### src/rtl/mult_drv_pkg.sv
// Shared types and constants for the block multiplier driver.
package mult_drv_pkg;

  typedef enum logic [1:0] {
    ISSUE     = 2'd0,
    WAIT_FULL = 2'd1,
    REQ_READ  = 2'd2,
    COLLECT   = 2'd3
  } drv_state_t;

  // Multiplier block size is fixed by its 6-bit entry address.
  localparam int BLOCK_C = 64;
  // Issue/beat counters must hold the value BLOCK_C itself.
  localparam int CNT_W   = 7;

endpackage

### src/rtl/mult_result_fifo.sv
// Synchronous first-word-fall-through FIFO with async active-high reset.
// Push and pop may coincide at any fill level; a pop on empty is ignored.
// The head entry reads as zero while the FIFO is empty.
module mult_result_fifo #(
  parameter int W     = 33,
  parameter int DEPTH = 64
) (
  input  logic                     CLK,
  input  logic                     RST,
  input  logic                     push,
  input  logic [W-1:0]             push_data,
  input  logic                     pop,
  output logic [W-1:0]             pop_data,
  output logic [$clog2(DEPTH):0]   count
);
  localparam int AW = $clog2(DEPTH);
  localparam int CW = AW + 1;
  localparam logic [AW:0] DEP = CW'(DEPTH);

  logic [W-1:0]  mem [DEPTH];
  logic [AW-1:0] wr_ptr, rd_ptr;
  logic          empty, full, do_push, do_pop;

  assign empty    = (count == '0);
  assign full     = (count == DEP);
  assign do_pop   = pop && !empty;
  // A pop in the same cycle frees the slot a push into a full FIFO needs.
  assign do_push  = push && (!full || do_pop);
  assign pop_data = empty ? '0 : mem[rd_ptr];

  // Storage array, written at the tail; no reset needed on data.
  always_ff @(posedge CLK) begin
    if (do_push) mem[wr_ptr] <= push_data;
  end

  // Pointers wrap naturally modulo DEPTH (power of two); count tracks fill.
  always_ff @(posedge CLK or posedge RST) begin
    if (RST) begin
      wr_ptr <= '0;
      rd_ptr <= '0;
      count  <= '0;
    end else begin
      if (do_push) wr_ptr <= wr_ptr + 1'b1;
      if (do_pop)  rd_ptr <= rd_ptr + 1'b1;
      case ({do_push, do_pop})
        2'b10:   count <= count + 1'b1;
        2'b01:   count <= count - 1'b1;
        default: ;
      endcase
    end
  end

endmodule

### src/rtl/mult_block_driver.sv
// Host-side initiator/reader for the 64-entry block multiplier.
// Issues operand pairs, requests a block read after BLOCK issues, captures
// the unthrottled read burst into a result FIFO and replays it downstream.
// Optional build macro MULT_DRV_CHECK_EN adds an expect FIFO of products
// and a sticky chk_err output flagging the first mismatching beat.
module mult_block_driver
  import mult_drv_pkg::*;
#(
  parameter int N          = 32,
  parameter int BLOCK      = BLOCK_C,
  parameter int FIFO_DEPTH = 64
) (
  input  logic         CLK,
  input  logic         RST,
  input  logic         in_valid,
  output logic         in_ready,
  input  logic [15:0]  in_op0,
  input  logic [15:0]  in_op1,
  output logic         EN_mult,
  output logic [15:0]  mult_input0,
  output logic [15:0]  mult_input1,
  input  logic         RDY_mult,
  output logic         EN_blockRead,
  input  logic         VALID_memVal,
  input  logic [N-1:0] memVal_data,
  output logic         out_valid,
  input  logic         out_ready,
  output logic [N-1:0] out_data,
  output logic         out_last,
  output logic         busy,
`ifdef MULT_DRV_CHECK_EN
  output logic         chk_err,
`endif
  output logic         proto_err
);
  localparam int FAW = $clog2(FIFO_DEPTH);
  localparam int FW  = FAW + 1;
  localparam logic [CNT_W-1:0] BLK    = CNT_W'(BLOCK);
  localparam logic [CNT_W-1:0] BLK_M1 = CNT_W'(BLOCK - 1);
  localparam logic [FAW:0]     F_DEP  = FW'(FIFO_DEPTH);
  localparam logic [FAW:0]     F_BLK  = FW'(BLOCK);

  drv_state_t       state, state_nx;
  logic [CNT_W-1:0] issued, beat;
  logic             accept, capture, push_last, space_ok;
  logic [FAW:0]     fifo_cnt;
  logic [N:0]       fifo_head;

  assign accept    = EN_mult;
  assign capture   = VALID_memVal && (state == REQ_READ || state == COLLECT);
  assign push_last = (state == COLLECT) && (beat == BLK_M1);
  // The read burst cannot be throttled, so only request it when a whole block fits.
  assign space_ok  = (F_DEP - fifo_cnt) >= F_BLK;

  assign EN_mult     = in_valid && in_ready;
  assign mult_input0 = RST ? '0 : in_op0;
  assign mult_input1 = RST ? '0 : in_op1;
  assign busy        = (state != ISSUE) || (issued != '0);

  // Next-state and handshake outputs; forced low while reset is held.
  always_comb begin
    state_nx     = state;
    in_ready     = 1'b0;
    EN_blockRead = 1'b0;
    case (state)
      ISSUE: begin
        in_ready = RDY_mult && (issued < BLK);
        if (issued == BLK) state_nx = WAIT_FULL;
      end
      // RDY_mult drops once the multiplier pipeline has retired all entries.
      WAIT_FULL: if (!RDY_mult) state_nx = REQ_READ;
      REQ_READ: begin
        EN_blockRead = space_ok;
        if (VALID_memVal) state_nx = COLLECT;
      end
      COLLECT: if (VALID_memVal && beat == BLK_M1) state_nx = ISSUE;
      default: state_nx = ISSUE;
    endcase
    if (RST) begin
      in_ready     = 1'b0;
      EN_blockRead = 1'b0;
    end
  end

  // State, issue/beat counters and sticky protocol error.
  always_ff @(posedge CLK or posedge RST) begin
    if (RST) begin
      state     <= ISSUE;
      issued    <= '0;
      beat      <= '0;
      proto_err <= 1'b0;
    end else begin
      state <= state_nx;
      if (accept) issued <= issued + 1'b1;
      if (capture) beat <= (beat == BLK_M1) ? '0 : beat + 1'b1;
      if (push_last && capture) issued <= '0;
      if (VALID_memVal && !(state == REQ_READ || state == COLLECT)) proto_err <= 1'b1;
    end
  end

  mult_result_fifo #(.W(N + 1), .DEPTH(FIFO_DEPTH)) u_res_fifo (
    .CLK       (CLK),
    .RST       (RST),
    .push      (capture),
    .push_data ({push_last, memVal_data}),
    .pop       (out_valid && out_ready),
    .pop_data  (fifo_head),
    .count     (fifo_cnt)
  );

  assign out_valid = (fifo_cnt != '0);
  assign out_data  = fifo_head[N-1:0];
  assign out_last  = fifo_head[N];

`ifdef MULT_DRV_CHECK_EN
  logic [31:0]             prod, exp_prod;
  logic [$clog2(BLOCK):0]  exp_cnt;

  assign prod = {16'b0, in_op0} * {16'b0, in_op1};

  mult_result_fifo #(.W(32), .DEPTH(BLOCK)) u_exp_fifo (
    .CLK       (CLK),
    .RST       (RST),
    .push      (accept),
    .push_data (prod),
    .pop       (capture),
    .pop_data  (exp_prod),
    .count     (exp_cnt)
  );

  // Sticky flag on the first captured beat that differs from its product.
  always_ff @(posedge CLK or posedge RST) begin
    if (RST) chk_err <= 1'b0;
    else if (capture && exp_cnt != '0 && memVal_data != N'(exp_prod)) chk_err <= 1'b1;
  end
`endif

endmodule

### config.mk
export PLATFORM = sky130hd
export DESIGN_NAME = mult_block_driver
export DESIGN_NICKNAME = d
export VERILOG_FILES = /design/src/rtl/mult_drv_pkg.sv /design/src/rtl/mult_result_fifo.sv /design/src/rtl/mult_block_driver.sv
export SDC_FILE = /design/constraint.sdc
export NUM_CORES = 2
export LEC_CHECK = 0
export CORE_AREA = 2 2 432 434
export CTS_CLUSTER_SIZE = 28
export DETAILED_ROUTE_END_ITERATION = 10
export DIE_AREA = 0 0 434 436
export SLEW_MARGIN = 15
export SYNTH_ARGS = -nofsm -noshare
export SYNTH_HDL_FRONTEND = slang
export SYNTH_SLANG_ARGS = --single-unit
### constraint.sdc
create_clock -name CLK -period 9.3 [get_ports CLK]
set_input_delay 0.93 -clock CLK [delete_from_list [all_inputs] [get_ports CLK]]
set_output_delay 0.93 -clock CLK [all_outputs]
set_load 0.01 [all_outputs]
==> summary.txt <==
Clock tree from TritonCTS: yes
Worst-path fanout max: 118
Drt pass-1 iters: 5
Fraction of synthesis flops using an asynchronous set or reset pin: 0.0168
Startpoint-to-endpoint class of the critical path: register to output pin
Cell-by-cell trace of the critical path: buf_12 > mux4_2 > mux2i_1 > nor2_1 > a211oi_1 > o22ai_1 > clkdlybuf4s50_1
Largest delay share family, worst path: compound AO/OA/AOI/OAI gates
Area overhead of the layout relative to synthesis: 13.6%
Routed wire length: 221,000 um
Clock edge transition at the registers on the reported setup and hold paths: 0.06 ns
Leakage power of the design: 29.5 nW
Number of nets in the final layout: 4,105
Top-area cell type share of the netlist area: 0.766
Type of destination of the critical path: output pin
Clock tree sinks: 2,148
Number of antenna violations at the first check in global routing: 9
CORE AREA: 185,000 sq um
Vias in the first global route: 40,400
Clock latency at the later pin of the worst-skew pair: 0.87 ns
Register cell area after layout: 64,300 sq um
Filler Cell Count: 14,600
Arrival time at the worst endpoint: 5.39 ns
Leftover overflow at the end of global routing: 0
Cell variety after synth: 55
GRT Overall Usage: 0.233
Detail Placement HPWL: 120,000 um
Final Cycle Share: 0.680
Status: finished clean
Detailed-route vias per instance: 6.08
Routed len/inst: 33.1 um
Io pins: 141
Total area of multi-input combinational cells: 17,700 sq um
Class of the most critical hold timing path: register to register
Maximum number of pins on one net before global-route repair: 125
Gp weighted congestion: 0.778
Die Span Y: 436 um
Syn Nets: 3,849
Final hold slack: 0.458 ns
Fraction of layout cells with a size suffix above 1: 0.234
Max Freq: 158 MHz
Ranking of synthesized cells by area: sky130_fd_sc_hd__edfxtp_1, sky130_fd_sc_hd__mux4_2, sky130_fd_sc_hd__mux2i_1, sky130_fd_sc_hd__dfrtp_1, sky130_fd_sc_hd__a211oi_1
Library cell occupying the most area in the post-synthesis netlist: sky130_fd_sc_hd__edfxtp_1
Cell area after synthesis: 82,800 sq um
Slew @ Worst Pin: 1.22 ns
Slowest-stage cell, CP: sky130_fd_sc_hd__dfrtp_4
Number of gates resized after CTS: 0
ANT nets after route: 0
Setup TNS: 0 ns
Data required time of the critical path: 8.37 ns
Die area: 189,000 sq um
Die width: 434 um
Starting Density: 0.448
Quantity of hold-fixing buffers added after cts: 0
Cell types with the highest counts after synthesis: sky130_fd_sc_hd__edfxtp_1, sky130_fd_sc_hd__mux4_2, sky130_fd_sc_hd__mux2i_1, sky130_fd_sc_hd__nor2_1, sky130_fd_sc_hd__a211oi_1
Clk Tree Root Cell: sky130_fd_sc_hd__clkbuf_16
Crit path launch type: register
RSZ-0062 raised after global routing: false
Sequential cell area fraction in the yosys report: 0.777
Number of placement rows: 158
Number of warning messages in the yosys log: 0
Power Total: 27.3 mW
Count of unresolved DRC violations after routing: 0
Num CTS Buffers: 214
DRC violation total after the first TritonRoute iteration: 5,367
Post-Syn Area per Cell: 22.0 sq um
Biggest cell delay along the critical path: 1.02 ns
Minimum clock period: 6.32 ns
Setup repair bufs after CTS: 0
Worst clock skew: 0.0366 ns
Wire length of the first global-routing pass: 310,000 um
Power Dens Cells: 291 nW/um^2
Post-Syn Instances: 3,763
Worst ir drop on vdd: 254 uV
Depth of the CTS H-tree: 4
Number of buffers and inverters on the critical path: 2
Worst-case headroom to the max-slew limit: 0.181
Most common flop cell mapped by yosys: sky130_fd_sc_hd__edfxtp_1
Number of max-cap violations: 0
Most frequent cell after synthesis: sky130_fd_sc_hd__edfxtp_1
Number of max-slew violations in the final report: 0
Number of storage elements in the synthesis netlist: 2,148
Maximum buffer depth of the clock tree: 3
Number of enable flip-flop cells after synthesis: 2,112
Via total after detailed routing: 40,600
Quantity of I/O buffers inserted on ports: 140
Count of final setup violators: 0
Count of endpoints failing hold in the final timing report: 0
-- layout by cell type, fill, tap and decap left out, types with 54 or more instances in the layout --
cell / count
sky130_fd_sc_hd__clkbuf_1: 54
sky130_fd_sc_hd__nand2_1: 56
sky130_fd_sc_hd__clkdlybuf4s50_1: 108
sky130_fd_sc_hd__mux4_2: 456
sky130_fd_sc_hd__a211oi_1: 82
sky130_fd_sc_hd__buf_4: 120
sky130_fd_sc_hd__mux2i_1: 232
sky130_fd_sc_hd__clkbuf_16: 216
sky130_fd_sc_hd__o22ai_1: 77
sky130_fd_sc_hd__edfxtp_1: 2112
sky130_fd_sc_hd__a21oi_1: 60
sky130_fd_sc_hd__nor2_4: 65
-- cell families (layout without fill, tap and decap cells) --
kind of cell / after synthesis / count (layout) / synth area share
AOI/OAI and AO/OA: 415 / 415 / 0.0351
DFF: 2148 / 2148 / 0.777
adders and majority gates: 16 / 16 / 0.00251
xor gates and xnor gates: 19 / 19 / 0.00201
muxes: 698 / 698 / 0.153
buffers and inverters: 224 / 654 / 0.0158
and+or+nand+nor: 243 / 243 / 0.0141
other: 0 / 3 / 0
-- routing by layer --
metal  routed length [um]  GRT usage  up-vias
li1                     -          -    16500
met1                92400      0.339    22000
met2               107000      0.372     1819
met3                16300     0.0338      296
met4                 5370     0.0617        0
met5                    0          0        -
-- worst paths after layout --
path / from / depth (start not counted) / slack, ns / endpoint
worst max-delay path: u_res_fifo.rd_ptr[1] / 7 / 2.98 / out_data[18]
worst min-delay path: proto_err / 1 / 0.46 / proto_err
worst max register to register: state[0] / 9 / 4.84 / u_res_fifo.mem[27][4]
worst min register to register: proto_err / 1 / 0.46 / proto_err
max in group asynchronous: RST / 3 / 7.60 / u_res_fifo.rd_ptr[3]
min in group asynchronous: RST / 3 / 1.25 / issued[5]
-- state kept, by name, summed over array words and instances, names as in the netlist --
register and cells:
u_res_fifo.mem 2112, u_res_fifo.rd_ptr 6, state 2, proto_err 1, issued 7, beat 7
u_res_fifo.count 7, u_res_fifo.wr_ptr 6
-- stage by stage --
step / instances / instance area, sq um / util / setup slack [ns]
after global placement: 6283 / 87400 / 0.473 / 3.87
final: 6676 / 94000 / 0.509 / 2.98
after detailed placement: 6283 / 87400 / 0.473 / 3.95
after CTS: 6673 / 94000 / 0.509 / 2.99
after floorplan: 3763 / 82800 / - / 5.56
after global routing: 6674 / 94000 / 0.509 / 2.86
-- cell type report --
class | count | area share
tap | 2480 | 0.0330
multi-input combinational | 1391 | 0.188
clock inverter | 117 | 0.0103
sequential | 2148 | 0.684
timing repair buffer | 254 | 0.0241
inverter | 10 | 0.000399
antenna | 3 | 0.0000798
clock buffer | 273 | 0.0601
-- report_power, final --
part | internal (mW) | switching (mW) | leakage (nW)
combinational | 3.27 | 4.68 | 6.86
sequential | 10.9 | 0.298 | 19.4
clock | 4.57 | 3.66 | 3.24
(Power assumes the default switching activity.)
